$ cat config.mk
export PLATFORM = sky130hd
export DESIGN_NAME = aline_receive_fsm
export DESIGN_NICKNAME = d
export VERILOG_FILES = /design/src/rtl/aline_receive_fsm.sv
export SDC_FILE = /design/constraint.sdc
export NUM_CORES = 1
export LEC_CHECK = 0
export BUFFER_PORTS_ARGS = -buffer_cell sky130_fd_sc_hd__buf_2
export CORE_MARGIN = 1.5
export CORE_UTILIZATION = 54
export DETAILED_ROUTE_END_ITERATION = 8
export GPL_ROUTABILITY_DRIVEN = 0
export GPL_TIMING_DRIVEN = 0
export PLACE_DENSITY = 0.76
export SETUP_SLACK_MARGIN = 0.15
export SYNTH_ARGS = -nofsm -noshare
export SYNTH_HDL_FRONTEND = slang
export SYNTH_SLANG_ARGS = --single-unit
$ cat constraint.sdc
create_clock -name clk -period 10.2 [get_ports clk]
set_input_delay 0.51 -clock clk [delete_from_list [all_inputs] [get_ports clk]]
set_output_delay 0.51 -clock clk [all_outputs]
set_load 0.03 [all_outputs]
$ cat src/rtl/aline_receive_fsm.sv
// aline_receive_fsm
// Receive-side A-line controller. After the transmitter reports completion it
// waits a programmable blanking interval, then captures record_length
// multi-channel ADC words into a small FIFO and streams them out on a
// valid/ready interface. Samples arriving while the FIFO is full are dropped,
// keep their index (so the consumer sees a gap), and set a sticky overflow
// flag. A one-cycle receive_complete pulse tells the sequencer the A-line is
// finished.

module aline_receive_fsm #(
    parameter int num_channels   = 8,
    parameter int sample_width   = 12,
    parameter int count_num_bits = 16,
    parameter int fifo_depth     = 4
) (
    input  logic                                   clk,
    input  logic                                   rst,
    input  logic                                   transmit_complete,
    input  logic                                   abort,
    input  logic [count_num_bits-1:0]              blank_cycles,
    input  logic [count_num_bits-1:0]              record_length,
    input  logic [num_channels*sample_width-1:0]   adc_data,
    input  logic                                   adc_valid,
    output logic [num_channels*sample_width-1:0]   out_data,
    output logic [count_num_bits-1:0]              out_index,
    output logic                                   out_last,
    output logic                                   out_valid,
    input  logic                                   out_ready,
    output logic                                   receive_in_progress,
    output logic                                   receive_complete,
    output logic                                   overflow
);

    // ------------------------------------------------------------------
    // Derived sizes and constants
    // ------------------------------------------------------------------
    localparam int data_width  = num_channels * sample_width;
    localparam int ptr_width   = (fifo_depth > 2) ? $clog2(fifo_depth) : 1;
    localparam int entry_width = data_width + count_num_bits + 1;

    localparam logic [2:0] RX_IDLE    = 3'd0;
    localparam logic [2:0] RX_BLANK   = 3'd1;
    localparam logic [2:0] RX_CAPTURE = 3'd2;
    localparam logic [2:0] RX_DRAIN   = 3'd3;
    localparam logic [2:0] RX_DONE    = 3'd4;

    localparam logic [count_num_bits-1:0] cnt_zero  = {count_num_bits{1'b0}};
    localparam logic [count_num_bits-1:0] cnt_one   = count_num_bits'(1'b1);
    localparam logic [ptr_width-1:0]      ptr_zero  = {ptr_width{1'b0}};
    localparam logic [ptr_width-1:0]      ptr_one   = ptr_width'(1'b1);
    localparam logic [ptr_width:0]        fill_zero = {(ptr_width+1){1'b0}};
    localparam logic [ptr_width:0]        fill_one  = (ptr_width+1)'(1'b1);
    localparam logic [ptr_width:0]        fill_full = (ptr_width+1)'(fifo_depth);
    localparam logic [data_width-1:0]     data_zero = {data_width{1'b0}};
    localparam logic [entry_width-1:0]    entry_zero = {entry_width{1'b0}};

    // ------------------------------------------------------------------
    // State, counters and FIFO storage
    // ------------------------------------------------------------------
    logic [2:0]                state_r;
    logic [2:0]                state_n;
    logic [count_num_bits-1:0] blank_cnt_r;
    logic [count_num_bits-1:0] blank_cnt_n;
    logic [count_num_bits-1:0] len_r;
    logic [count_num_bits-1:0] len_n;
    logic [count_num_bits-1:0] sample_cnt_r;
    logic [count_num_bits-1:0] sample_cnt_n;
    logic                      overflow_r;
    logic                      overflow_n;
    logic                      in_progress_r;
    logic                      complete_r;

    logic [entry_width-1:0]    mem_r [fifo_depth];
    logic [ptr_width-1:0]      wr_ptr_r;
    logic [ptr_width-1:0]      wr_ptr_n;
    logic [ptr_width-1:0]      rd_ptr_r;
    logic [ptr_width-1:0]      rd_ptr_n;
    logic [ptr_width:0]        fill_r;
    logic [ptr_width:0]        fill_n;

    logic                      out_valid_r;
    logic [data_width-1:0]     out_data_r;
    logic [count_num_bits-1:0] out_index_r;
    logic                      out_last_r;

    // Combinational helpers
    logic                      capture_s;
    logic                      flush_s;
    logic                      pop_s;
    logic                      push_ok_s;
    logic                      push_s;
    logic                      is_last_s;
    logic [count_num_bits-1:0] last_index_s;
    logic [entry_width-1:0]    push_entry_s;
    logic                      head_from_push_s;
    logic [entry_width-1:0]    head_entry_s;

    // The head register always mirrors "fifo non-empty", so a pop is simply
    // a handshake on the registered head.
    assign pop_s        = out_valid_r && out_ready;
    // A full FIFO can still accept a word when the head leaves in the same cycle.
    assign push_ok_s    = (fill_r != fill_full) || pop_s;
    assign push_s       = capture_s && push_ok_s;
    assign last_index_s = len_r - cnt_one;
    assign is_last_s    = (sample_cnt_r == last_index_s);
    assign push_entry_s = {adc_data, sample_cnt_r, is_last_s};

    // Receive sequencing: arm, blank, capture, drain, done, with abort override.
    always_comb begin
        state_n      = state_r;
        blank_cnt_n  = blank_cnt_r;
        len_n        = len_r;
        sample_cnt_n = sample_cnt_r;
        overflow_n   = overflow_r;
        capture_s    = 1'b0;
        flush_s      = 1'b0;
        if (abort && (state_r != RX_IDLE)) begin
            // Abort discards everything; overflow deliberately survives so
            // the sequencer can still see that the aborted line was lossy.
            state_n = RX_IDLE;
            flush_s = 1'b1;
        end else begin
            case (state_r)
                RX_IDLE: begin
                    if (transmit_complete) begin
                        len_n        = record_length;
                        overflow_n   = 1'b0;
                        sample_cnt_n = cnt_zero;
                        blank_cnt_n  = blank_cycles;
                        if (record_length == cnt_zero) begin
                            state_n = RX_DONE;
                        end else begin
                            state_n = RX_BLANK;
                        end
                    end else begin
                        state_n = RX_IDLE;
                    end
                end
                RX_BLANK: begin
                    // ADC is ignored here; the counter stops at zero so it
                    // cannot underflow.
                    if (blank_cnt_r == cnt_zero) begin
                        state_n = RX_CAPTURE;
                    end else begin
                        blank_cnt_n = blank_cnt_r - cnt_one;
                    end
                end
                RX_CAPTURE: begin
                    if (adc_valid) begin
                        capture_s    = 1'b1;
                        sample_cnt_n = sample_cnt_r + cnt_one;
                        if (!push_ok_s) begin
                            overflow_n = 1'b1;
                        end else begin
                            overflow_n = overflow_r;
                        end
                        if (is_last_s) begin
                            state_n = RX_DRAIN;
                        end else begin
                            state_n = RX_CAPTURE;
                        end
                    end else begin
                        state_n = RX_CAPTURE;
                    end
                end
                RX_DRAIN: begin
                    if (fill_r == fill_zero) begin
                        state_n = RX_DONE;
                    end else begin
                        state_n = RX_DRAIN;
                    end
                end
                RX_DONE: begin
                    state_n = RX_IDLE;
                end
                default: begin
                    state_n = RX_IDLE;
                end
            endcase
        end
    end

    // FIFO pointer and fill-level bookkeeping.
    always_comb begin
        wr_ptr_n = wr_ptr_r;
        rd_ptr_n = rd_ptr_r;
        fill_n   = fill_r;
        if (flush_s) begin
            wr_ptr_n = ptr_zero;
            rd_ptr_n = ptr_zero;
            fill_n   = fill_zero;
        end else begin
            if (push_s) begin
                wr_ptr_n = wr_ptr_r + ptr_one;
            end else begin
                wr_ptr_n = wr_ptr_r;
            end
            if (pop_s) begin
                rd_ptr_n = rd_ptr_r + ptr_one;
            end else begin
                rd_ptr_n = rd_ptr_r;
            end
            case ({push_s, pop_s})
                2'b10:   fill_n = fill_r + fill_one;
                2'b01:   fill_n = fill_r - fill_one;
                default: fill_n = fill_r;
            endcase
        end
    end

    // Next head word: bypass the incoming word when the FIFO would otherwise
    // be empty, so an accepted sample reaches out_valid on the next cycle.
    always_comb begin
        head_from_push_s = 1'b0;
        head_entry_s     = mem_r[rd_ptr_n];
        if (push_s && ((fill_r == fill_zero) || ((fill_r == fill_one) && pop_s))) begin
            head_from_push_s = 1'b1;
            head_entry_s     = push_entry_s;
        end else begin
            head_from_push_s = 1'b0;
            head_entry_s     = mem_r[rd_ptr_n];
        end
    end

    // Control and status registers.
    always_ff @(posedge clk) begin
        if (!rst) begin
            state_r       <= RX_IDLE;
            blank_cnt_r   <= cnt_zero;
            len_r         <= cnt_zero;
            sample_cnt_r  <= cnt_zero;
            overflow_r    <= 1'b0;
            in_progress_r <= 1'b0;
            complete_r    <= 1'b0;
        end else begin
            state_r       <= state_n;
            blank_cnt_r   <= blank_cnt_n;
            len_r         <= len_n;
            sample_cnt_r  <= sample_cnt_n;
            overflow_r    <= overflow_n;
            in_progress_r <= (state_n == RX_BLANK) || (state_n == RX_CAPTURE) ||
                             (state_n == RX_DRAIN);
            complete_r    <= (state_n == RX_DONE);
        end
    end

    // FIFO storage, pointers and the registered head word.
    always_ff @(posedge clk) begin
        if (!rst) begin
            for (int i = 0; i < fifo_depth; i++) begin
                mem_r[i] <= entry_zero;
            end
            wr_ptr_r    <= ptr_zero;
            rd_ptr_r    <= ptr_zero;
            fill_r      <= fill_zero;
            out_valid_r <= 1'b0;
            out_data_r  <= data_zero;
            out_index_r <= cnt_zero;
            out_last_r  <= 1'b0;
        end else begin
            if (push_s) begin
                mem_r[wr_ptr_r] <= push_entry_s;
            end else begin
                mem_r[wr_ptr_r] <= mem_r[wr_ptr_r];
            end
            wr_ptr_r    <= wr_ptr_n;
            rd_ptr_r    <= rd_ptr_n;
            fill_r      <= fill_n;
            out_valid_r <= (fill_n != fill_zero);
            if (fill_n != fill_zero) begin
                out_data_r  <= head_entry_s[entry_width-1 -: data_width];
                out_index_r <= head_entry_s[count_num_bits:1];
                out_last_r  <= head_entry_s[0];
            end else begin
                out_data_r  <= out_data_r;
                out_index_r <= out_index_r;
                out_last_r  <= 1'b0;
            end
        end
    end

    assign out_data            = out_data_r;
    assign out_index           = out_index_r;
    assign out_last            = out_last_r;
    assign out_valid           = out_valid_r;
    assign receive_in_progress = in_progress_r;
    assign receive_complete    = complete_r;
    assign overflow            = overflow_r;

endmodule
**Word level (Yosys, flattened, before mapping)**

Memory sizes are Yosys's and may differ from the RTL's.
Cells that the tools add are included.

- $add $sub $neg: 7
- $mul: 0
- Divide/modulo/power cells: 0
- Order comparisons: 0
- Eq/ne operators: 17
- Shift operators: 0
- Multiplexer cells: 38
- Bitwise operators: 3
- Reductions and logical operators: 25

Operator list:

| operator | count |
|---|---|
| $mux W113 | 3 |
| $reduce_or A113 Y1 | 1 |
| $mux W16 | 4 |
| $pmux W16 S2 | 2 |
| $logic_not A16 Y1 | 2 |
| $sub A16 B1 Y16 const B | 2 |
| $mux W3 | 7 |
| $add A16 B1 Y16 const B | 1 |
| $eq A16 B16 Y1 | 1 |
| $mux W1 | 16 |
| $eq A3 B2 Y1 const B | 4 |
| $pmux W3 S4 | 1 |
| $eq A3 B1 Y1 const B | 3 |
| $ne A2 B2 Y1 const B | 4 |
| $reduce_and A4 Y1 | 2 |
| $logic_not A3 Y1 | 2 |
| $mux W2 | 3 |
| $pmux W3 S2 | 1 |
| $reduce_bool A3 Y1 | 2 |
| $logic_and A1 B1 Y1 | 5 |
| $reduce_and A5 Y1 | 1 |
| $add A2 B1 Y2 const B | 2 |
| $logic_or A1 B1 Y1 | 4 |
| $reduce_and A2 Y1 | 2 |
| other kinds (13) | 15 |

- Register bits: 175
- Latch bits: 0
- Bits in writable memories: 452
- ROM bits: 0
- Bits of input ports: 134
- Word-level logic and storage cells: 105
- Memories: 1

Memory list:

| memory | depth | bits a word | rd ports | clocked after Yosys merged registers in | wr ports | line | RTL |
|---|---|---|---|---|---|---|---|
| mem_r | 4 | 113 | 1 | 0 | 4 | 73 | `logic [entry_width-1:0] mem_r [fifo_depth];` |

**Longest topological paths before layout**

Gate-level depths: netlist of run 1.

- Word-level depth: 11
- Gate-level depth with buffers: 16
- Mapped depth without buffers: 13

**Worst setup path after synthesis of run 1**

Ideal clock, no wire load.

- Kind: reg-to-reg
- Start point: register state_r[1]
- End point: memory mem_r[0][0] (netlist name) (enable)
- Library setup time: 0.750 ns
- Arrival: 9.387 ns
- Slack: 0.062 ns
- Cell stages (with the launch flop): 6
- Clock period less this slack: 10.138 ns
- Cells stage by stage: dfxtp_1 > clkbuf_1 > or3_1 > nand2_2 > nand2_1 > o31ai_1

RTL lines:

| item | line | RTL |
|---|---|---|
| from (decl) | 60 | `logic [2:0] state_r;` |
| from (signal assigned) | 236 | `state_r <= state_n;` |
| to (decl) | 73 |  |

**Worst setup path in the final report of run 1**

- Start point: register state_r[1]
- End point: register out_data_r[46] (netlist: out_data[46])

- Cells in the longest elaborated chain, start to end: 8
- Elaborated cells between the ends (all ways): 16
- Those cells by class: eq/ne: 3; mux: 7; reduce/logical: 5; memory: 1

RTL lines:

| item | line | RTL |
|---|---|---|
| $eq A3 B2 Y1 / $reduce_bool A3 Y1 (equally long branches) | 123, 117 |  |
| $mux W1 / $logic_and A1 B1 Y1 (equally long branches) | 123, 117 |  |
| $mux W1 * | 117 | `if (abort && (state_r != RX_IDLE)) begin` |
| $logic_and A1 B1 Y1 * | 103 | `assign push_s = capture_s && push_ok_s;` |
| net push_s | 91 | `logic push_s;` |
| $eq A2 B1 Y1 / $eq A2 B2 Y1 (equally long branches) | 203 | `case ({push_s, pop_s})` |
| $pmux W3 S2 | 203 |  |
| $mux W3 | 188 | `if (flush_s) begin` |
| $reduce_bool A3 Y1 | 270 | `if (fill_n != fill_zero) begin` |
| to (signal assigned) | 257 | `out_data_r <= data_zero;` |
| to (signal assigned) | 271 | `out_data_r <= head_entry_s[entry_width-1 -: data_width];` |
| to (signal assigned) | 275 | `out_data_r <= out_data_r;` |
| to (decl) | 82 | `logic [data_width-1:0] out_data_r;` |

The timed path passes the listed nets; every way through them passes the cells marked *.
A chain may end at the register's enable or synchronous reset.

==> impl_metrics.ini, run 1 <==
[status]
outcome = finished, final reports clean

[detailed_routing]
viasPerCell = 5.95
detail_route.wl_per_cell_um = 21.3
vias = 21855
first_pass_iters = 6
antenna_left = 0
drtIter0Drc = 2164
drc = 0
routed_wl_um = 78200

[floorplan]
ios = 251
die_w_um = 230
dieArea_um2 = 53100
start_util_pct = 54.6
row_count = 83
die_h_um = 230
coreArea_um2 = 51200

[critical_path]
cpMostUsedCell = clkbuf_1
r2r_start = state_r[1]
crit_chain = clkbuf_1 > or3_1 > nand2_2 > nand2_1 > inv_1 > ha_1 > o21ai_0 > a2bb2oi_1 > o22a_1 > o21a_1 > clkbuf_1 > clkbuf_1 > clkbuf_1 > a21oi_1
crit_fanout = 10
slowest_delay_ns = 1.00
cp-start-kind = flip-flop
critPathKind = flip-flop to flip-flop
cp.required_ns = 10.68
crit_arrival_ns = 5.53
startpoint = state_r[1]
crit_path_end_kind = flip-flop
critPathSlowestCell = clkbuf_1

[timing]
worst_pin_slew_ns = 1.35
setup_violations = 0
finalClockSkew_ns = 0.0190
setup-tns-final_ns = 0
fin_crit_sh_pct = 49.5
fmax_mhz = 198
rsz0062_at_grt = no
fin_crit_ns = 5.04
hold_violations = 0
drv_slew = 0
slew_headroom_pct = 10.3

[global_route]
grt_pass1_vias = 21857
grt_max_degree = 60
gr-total-overflow = 0
grt_use_total_pct = 29.1
antenna_found_initial = 10
grt_pass1_wl_um = 120000

[synth]
synthCells = 2607
yosysWarnings = 0
synth_top_area_share_pct = 48.6
yosysSeqAreaShare_pct = 61.1
yosys_register_bits = 627
synthTopCellsByArea = edfxtp_1 (49%), dfxtp_1 (13%), and2_1 (10%)
synth_fp_nets = 2750
synth.distinct_cells = 65
syn_area_um2 = 27900
synth_area_leader_cell = edfxtp_1
synth_edf_count = 452
async_flop_share_pct = 0
syn_avg_cell_area_um2 = 10.7
synth_ff_type = edfxtp_1

[placement]
port_buffers = 250
dpl.hpwl_um = 52600
place_area_um2 = 30400

[finish]
layout-drive-gt1-share_pct = 16.8
regArea_um2 = 17100
nNetsFinal = 3078
mostFrequentLayoutCells = and2_1 (453), edfxtp_1 (452), a21oi_1 (375)
n_fill_cell = 3977
layout_commonest_cell = and2_1
multi_input_comb_area_um2 = 9990
areaGrowthSynthToFinish_pct = 16.2
stdcell_area_um2 = 32500

[cts]
tritoncts = built
clk_latency_ns = 0.63
cts_buffers = 61
postCtsSetupRepairBufs = 0
cts_root_buffer = clkbuf_16
cts.sinks = 627
htreeDepth = 2
cts.clk_slew.worst_paths_ns = 0.06
clockBufferDepth = 3
cts_resized = 0
holdBufCountCts = 0

[pwr]
leakage_nw = 12.6
ir_worst_vdd_uv = 162
power_density_nw_per_um2 = 179

[min_path]
hp-start = record_length[14]
hold_path.class = input port to flip-flop

[run]
cap_violations = 0
per-layer routing:
layer | track usage (%) | part of all wire (%) | vias to the layer above
li1 | - | - | 10029
met1 | 36.5 | 39 | 10583
met2 | 48.5 | 48 | 1030
met3 | 6.11 | 8.6 | 205
met4 | 13.1 | 4.6 | 8
met5 | 0 | 0.061 | -
sequential cells by signal (all words and copies together) (netlist names), 2 cells and up:
name,count
mem_r,452
out_data,96
blank_cnt_r,16
len_r,16
out_index,16
sample_cnt_r,16
fill_r,3
state_r,3
rd_ptr_r,2
wr_ptr_r,2
kinds of logic after synthesis:
family	share of synthesized area, %
flops	61.1
buf+inv	3.24
mux	0.0717
simple gates	17.5
compound gates	16.4
fa+ha+maj	0.403
xor+xnor	1.22
critical path: cells and delay by family (launching register included):
kind / cells / cell delay, ns
AOI/OAI and AO/OA: 5 / 0.69
buffers and inverters: 5 / 2.63
DFF: 1 / 0.30
and+or+nand+nor: 3 / 0.96
adders and majority gates: 1 / 0.30
area by class of cell:
class / count / share of cell area (%)
Sequential cell: 627 / 52.6
Multi-Input combinational cell: 1748 / 30.8
Clock buffer: 96 / 5.62
Timing Repair Buffer: 265 / 4.85
Buffer: 220 / 2.65
Tap cell: 680 / 2.62
Clock inverter: 18 / 0.694
Inverter: 12 / 0.139
Antenna cell: 7 / 0.0540
power by group:
group,internal [mW],switching [mW],total (mW)
Combinational,0.195,0.424,0.619
Sequential,2.84,0.0569,2.90
Clock,1.35,0.956,2.30
Total,4.38,1.44,5.82
per-stage QoR:
| stage | util [%] | setup WS, ns | cells | total power [mW] | hold WS (ns) |
|---|---|---|---|---|---|
| 3_5_place_dp | 59.4 | 5.27 | 3551 | 3.56 | 0.470 |
| 5_1_grt | 63.4 | 4.92 | 3670 | 5.99 | 0.132 |
| 6_report | 63.4 | 5.16 | 3673 | 5.82 | 0.140 |
| 3_3_place_gp | 58.7 | 0.123 | 3537 | 3.54 | 0.453 |
| 4_1_cts | 63.4 | 5.28 | 3665 | 5.82 | 0.121 |
| 2_1_floorplan | - | 3.61 | 2607 | 3.33 | 0.448 |
path summary, 6_finish.rpt:
check | depth (start not counted) | end | slack, ns
setup / recovery | 14 | out_data[46] | 5.16
hold reg to reg | 2 | overflow | 0.49
setup reg to reg | 14 | out_data[46] | 5.16
hold / removal | 3 | len_r[14] | 0.14
synthesized netlist by cell type (2+ instances only):
| cell type | number |
|---|---|
| a21oi_1 | 375 |
| nor2b_1 | 7 |
| clkbuf_1 | 188 |
| nand4_1 | 8 |
| a211oi_1 | 7 |
| inv_1 | 11 |
| xnor2_1 | 21 |
| nand3b_1 | 10 |
| nand2_1 | 292 |
| and2_1 | 453 |
| nor3_1 | 18 |
| ha_1 | 9 |
| o21ai_1 | 3 |
| or3_1 | 5 |
| a21boi_1 | 2 |
| edfxtp_1 | 452 |
| a22oi_1 | 8 |
| a2bb2oi_1 | 2 |
| dfxtp_1 | 175 |
| a31o_2 | 112 |
| nor4_1 | 10 |
| buf_1 | 10 |
| nand3_1 | 16 |
| nor4b_4 | 2 |
| buf_2 | 20 |
| and3_1 | 4 |
| nor2_1 | 76 |
| nor3b_1 | 6 |
| nor4_2 | 2 |
| a31oi_1 | 4 |
| o22ai_1 | 112 |
| mux2i_1 | 2 |
| o21ai_0 | 130 |
| nand2b_1 | 3 |
| o31ai_1 | 3 |
| or4_1 | 3 |
| xor2_1 | 18 |
No activity file was read; power rests on OpenSTA's default activity.
==> run 2: changes to the inputs <==
Settings changed: CORE_UTILIZATION 54 to 55, PLACE_DENSITY 0.76 to 0.75.
Clock period 10.2 ns to 5.17 ns, I/O delays scaled along.
==> impl_metrics.ini, run 2 (same netlist as run 1, synthesis figures left out) <==
[status]
outcome = finished, violations left
violations = max-capacitance violations

[placement]
place_area_um2 = 30400
dp_slack_ns = 0.205
port_buffers = 250
place_inst = 3543
dpl.hpwl_um = 52600

[timing]
hold_slack_ns = 0.0175
setup_violations = 0
drv_slew = 0
worst_slack_ns = 0.443
fin_crit_sh_pct = 91.4
slew_headroom_pct = 2.30
finalClockSkew_ns = 0.0214
hold_violations = 0
rsz0062_at_grt = no
fin_crit_ns = 4.73
worst_pin_slew_ns = 1.45
fmax_mhz = 212

[finish]
utilization_pct = 66.0
mostFrequentLayoutCells = and2_1 (453), edfxtp_1 (452), a21oi_1 (375)
areaGrowthSynthToFinish_pct = 18.6
stdcell_area_um2 = 33100
largest_register_ffs = 452
layout_commonest_cell = and2_1
final_cells = 3727
layout-drive-gt1-share_pct = 16.5
largest-register = mem_r
nNetsFinal = 3139

[cts]
cts_buffers = 66
clockBufferDepth = 3
cts.sinks = 627
tritoncts = built
postCtsSetupRepairBufs = 0
htreeDepth = 3
cts_root_buffer = clkbuf_16
clk_latency_ns = 0.60
cts.clk_slew.worst_paths_ns = 0.06

[critical_path]
r2r_setup_slack_ns = 0.44
r2r_cells = 14
r2r_start = state_r[1]
crit_arrival_ns = 5.17
cp.required_ns = 5.61
critPathKind = flip-flop to flip-flop
cp-start-kind = flip-flop
crit_path_end_kind = flip-flop
crit_fanout = 10
worstReg2RegEnd = out_data[43]

[global_route]
grt_max_degree = 55
gr-total-overflow = 0
grt_pass1_vias = 21903
grt_pass1_wl_um = 121000
grt_use_total_pct = 29.7
antenna_found_initial = 7

[detailed_routing]
vias = 22120
viasPerCell = 5.94
antenna_left = 0
drtIter0Drc = 2078
drc = 0
detail_route.wl_per_cell_um = 21.0
first_pass_iters = 6
routed_wl_um = 78400

[run]
cap_violations = 1

[min_path]
min_delay_path_depth = 2
hold_path.class = input port to flip-flop
min_to = mem_r[3][90]
hp-start = adc_data[73]

[floorplan]
dieArea_um2 = 52200
start_util_pct = 55.7
row_count = 82
coreArea_um2 = 50200
die_w_um = 228
ios = 251
die_h_um = 228

[pwr]
leakage_nw = 12.9
internal-power_mw = 8.81
comb_power_share_pct = 10.7
p_sw_mw = 2.87
power_frac_clock_pct = 40.4
pwr-share-seq_pct = 48.9
ir_worst_vdd_uv = 282
power_density_nw_per_um2 = 353
switching_share_pct = 24.6
[run 2: worst max-delay path by stage]
stage               startpoint           end  slack (ns)  cells past startpoint
finish              state_r[1]  out_data[43]        0.44                     14
global route        state_r[1]  out_data[15]        0.20                     15
CTS                 state_r[1]  out_data[43]        0.19                     14
detailed placement  state_r[1]  out_data[43]        0.20                     14
global placement    state_r[1]  mem_r[1][35]       -2.11                      8
floorplan           state_r[1]   mem_r[1][0]        0.61                      8
[run 2: critical path, cell delays in order (launching register included)]
cell       delay [ns]
dfxtp_1          0.30
clkbuf_1         0.18
or3_1            0.45
nand2_2          0.26
nand2_1          0.19
inv_1            0.17
ha_1             0.30
o21ai_0          0.14
a2bb2oi_1        0.19
o22a_1           0.16
o21a_1           0.11
clkbuf_1         0.82
clkbuf_2         0.63
clkbuf_1         0.48
a21oi_1          0.15
[run 2: layer usage]
metal / GRT usage, % / wire (µm)
met1: 37.9 / 30500
met3: 4.99 / 6520
met2: 49.6 / 38100
met5: 0 / 28
met4: 13.7 / 3170
[run 2: layout make-up]
type                    count  area (µm²)
flip-flops and latches    627       17100
clock inverters            17         153
inverters                  12        45.0
plain buffers             220         861
fillers                  3858       17000
repair buffers            321        2150
multi-input cells        1748        9990
well taps                 672         841
clock buffers             104        1990
diodes                      6        15.0
[run 2: metrics by stage]
step                power [mW]  TNS, ns
floorplan                 6.57        0
global placement          6.97  -799.84
detailed placement        7.01        0
CTS                       11.7        0
global route              12.1        0
finish                    11.7        0
[run 2: power by group through the flow]
stage	logic, mW	clock network (mW)	registers [mW]
6_report	1.25	4.72	5.72
5_1_grt	1.36	4.96	5.74
4_1_cts	1.24	4.75	5.71
3_5_place_dp	1.20	0	5.82
3_3_place_gp	1.13	0	5.84
2_1_floorplan	0.632	0	5.93
[run 2: timing repair]
item	in CTS	in global routing
setup endpoints to repair	0	60
endpoints found under the hold margin	145	0
hold buffers	57	0
resized for setup	0	3
==> run 3: changes to the inputs <==
Settings changed: CORE_ASPECT_RATIO set to 0.5.
==> impl_metrics.ini, run 3 (same netlist as run 1, synthesis figures left out) <==
[status]
outcome = finished, final reports clean

[cts]
htreeDepth = 2
cts.sinks = 627
cts_buffers = 54
clk_latency_ns = 0.61
cts_root_buffer = clkbuf_16
clockBufferDepth = 3
cts.clk_slew.worst_paths_ns = 0.07
tritoncts = built

[global_route]
gr-total-overflow = 0
grt_pass1_wl_um = 119000
grt_pass1_vias = 21445
grt_max_degree = 58
antenna_found_initial = 6
grt_use_total_pct = 29.6

[finish]
areaGrowthSynthToFinish_pct = 17.0
nNetsFinal = 3132
stdcell_area_um2 = 32700
mostFrequentLayoutCells = and2_1 (453), edfxtp_1 (452), a21oi_1 (375)
layout-drive-gt1-share_pct = 16.2
utilization_pct = 65.1
layout_commonest_cell = and2_1
n_fill_cell = 3963
largest_register_ffs = 452
largest-register = mem_r

[floorplan]
ios = 251
coreArea_um2 = 50200
die_w_um = 322
dieArea_um2 = 52200
row_count = 58
start_util_pct = 55.6
die_h_um = 162

[placement]
dpl.hpwl_um = 51400
dp_slack_ns = 0.191
port_buffers = 250
place_area_um2 = 30300

[timing]
worst_pin_slew_ns = 1.37
hold_violations = 0
rsz0062_at_grt = no
slew_headroom_pct = 8.06
finalClockSkew_ns = 0.0283
fin_crit_ns = 4.79
hold_slack_ns = 0.00568
fmax_mhz = 209
drv_slew = 0
setup_violations = 0
worst_slack_ns = 0.383
fin_crit_sh_pct = 92.6

[critical_path]
crit_fanout = 10
endpoint = out_data[23]
startpoint = state_r[1]
crit_arrival_ns = 5.31
critPathKind = flip-flop to flip-flop
r2r_cells = 15
crit_path_end_kind = flip-flop
cp.required_ns = 5.69
r2r_setup_slack_ns = 0.38
cp-start-kind = flip-flop
r2r_start = state_r[1]
worstReg2RegEnd = out_data[23]

[detailed_routing]
drc = 0
viasPerCell = 5.97
drtIter0Drc = 2461
antenna_left = 0
detail_route.wl_per_cell_um = 21.2
first_pass_iters = 6
routed_wl_um = 79000
vias = 22251

[run]
cap_violations = 0

[min_path]
min_delay_path_depth = 2
hold_path.class = input port to flip-flop

[pwr]
leakage_nw = 12.7
power_density_nw_per_um2 = 336
ir_worst_vdd_uv = 296
## run 3: cell types whose count changed in the layout (fill, tap and decap cells not counted), sizes merged
cell / delta
buf: -2
bufinv: -2
clkbuf: -28
clkinv: +9
dlygate4sd3: +7
inv: +1
## run 3: worst max-delay path: stages (launching register included)
cell	delay (ns)
dfxtp_1	0.30
clkbuf_1	0.18
or3_1	0.46
nand2_2	0.32
nand2_1	0.20
inv_1	0.18
ha_1	0.29
o21ai_0	0.12
a2bb2oi_1	0.16
o22a_1	0.16
o21a_1	0.10
clkbuf_1	0.73
buf_2	0.66
clkbuf_1	0.51
o21ai_0	0.16
a21oi_1	0.15
## run 3: metal layers
metal	vias up	global-route usage (%)	wire length, µm
li1	10128	-	-
met1	10943	39.3	31600
met5	-	0	0
met4	0	11.7	2880
met2	987	48.9	38300
met3	193	5.01	6260
## run 3: timing repair
item	in CTS	in global routing
setup buffers	0	0
gates resized for setup	0	3
setup endpoints to repair	0	60
hold endpoints to repair	185	0
hold buffers	64	0
## run 3: worst min-delay path by stage
stage                     start        endpoint  slack [ns]
6_report           adc_data[76]    mem_r[1][93]       0.006
5_1_grt             adc_data[6]    mem_r[0][23]       0.005
4_1_cts            adc_data[76]    mem_r[1][93]      0.0006
3_5_place_dp     blank_cnt_r[9]  blank_cnt_r[9]        0.48
3_3_place_gp     blank_cnt_r[9]  blank_cnt_r[9]        0.47
2_1_floorplan  record_length[3]        len_r[3]        0.39
## run 3: final cells by class
class / instances / area (µm²) / area share, %
Sequential cell: 627 / 17100 / 52.2
Multi-Input combinational cell: 1748 / 9990 / 30.6
Timing Repair Buffer: 326 / 2130 / 6.51
Clock buffer: 76 / 1550 / 4.74
Tap cell: 690 / 863 / 2.64
Buffer: 220 / 861 / 2.63
Clock inverter: 25 / 165 / 0.505
Inverter: 12 / 45.0 / 0.138
Antenna cell: 6 / 15.0 / 0.0459
## run 3: power breakdown
group / leakage [nW] / switching [mW] / total, mW / internal [mW]
combinational: 5.74 / 0.838 / 1.25 / 0.409
clock: 0.851 / 1.87 / 4.02 / 2.15
sequential: 6.06 / 0.111 / 5.71 / 5.60
total: 12.7 / 2.82 / 11.0 / 8.16
## run 3: per-stage QoR
| stage | power, mW | instances | TNS, ns |
|---|---|---|---|
| after global placement | 6.98 | 3547 | -864.99 |
| after detailed placement | 7.00 | 3559 | 0 |
| final | 11.0 | 3730 | 0 |
| after global routing | 11.3 | 3729 | 0 |
| after floorplan | 6.57 | 2607 | 0 |
| after CTS | 11.0 | 3724 | 0 |
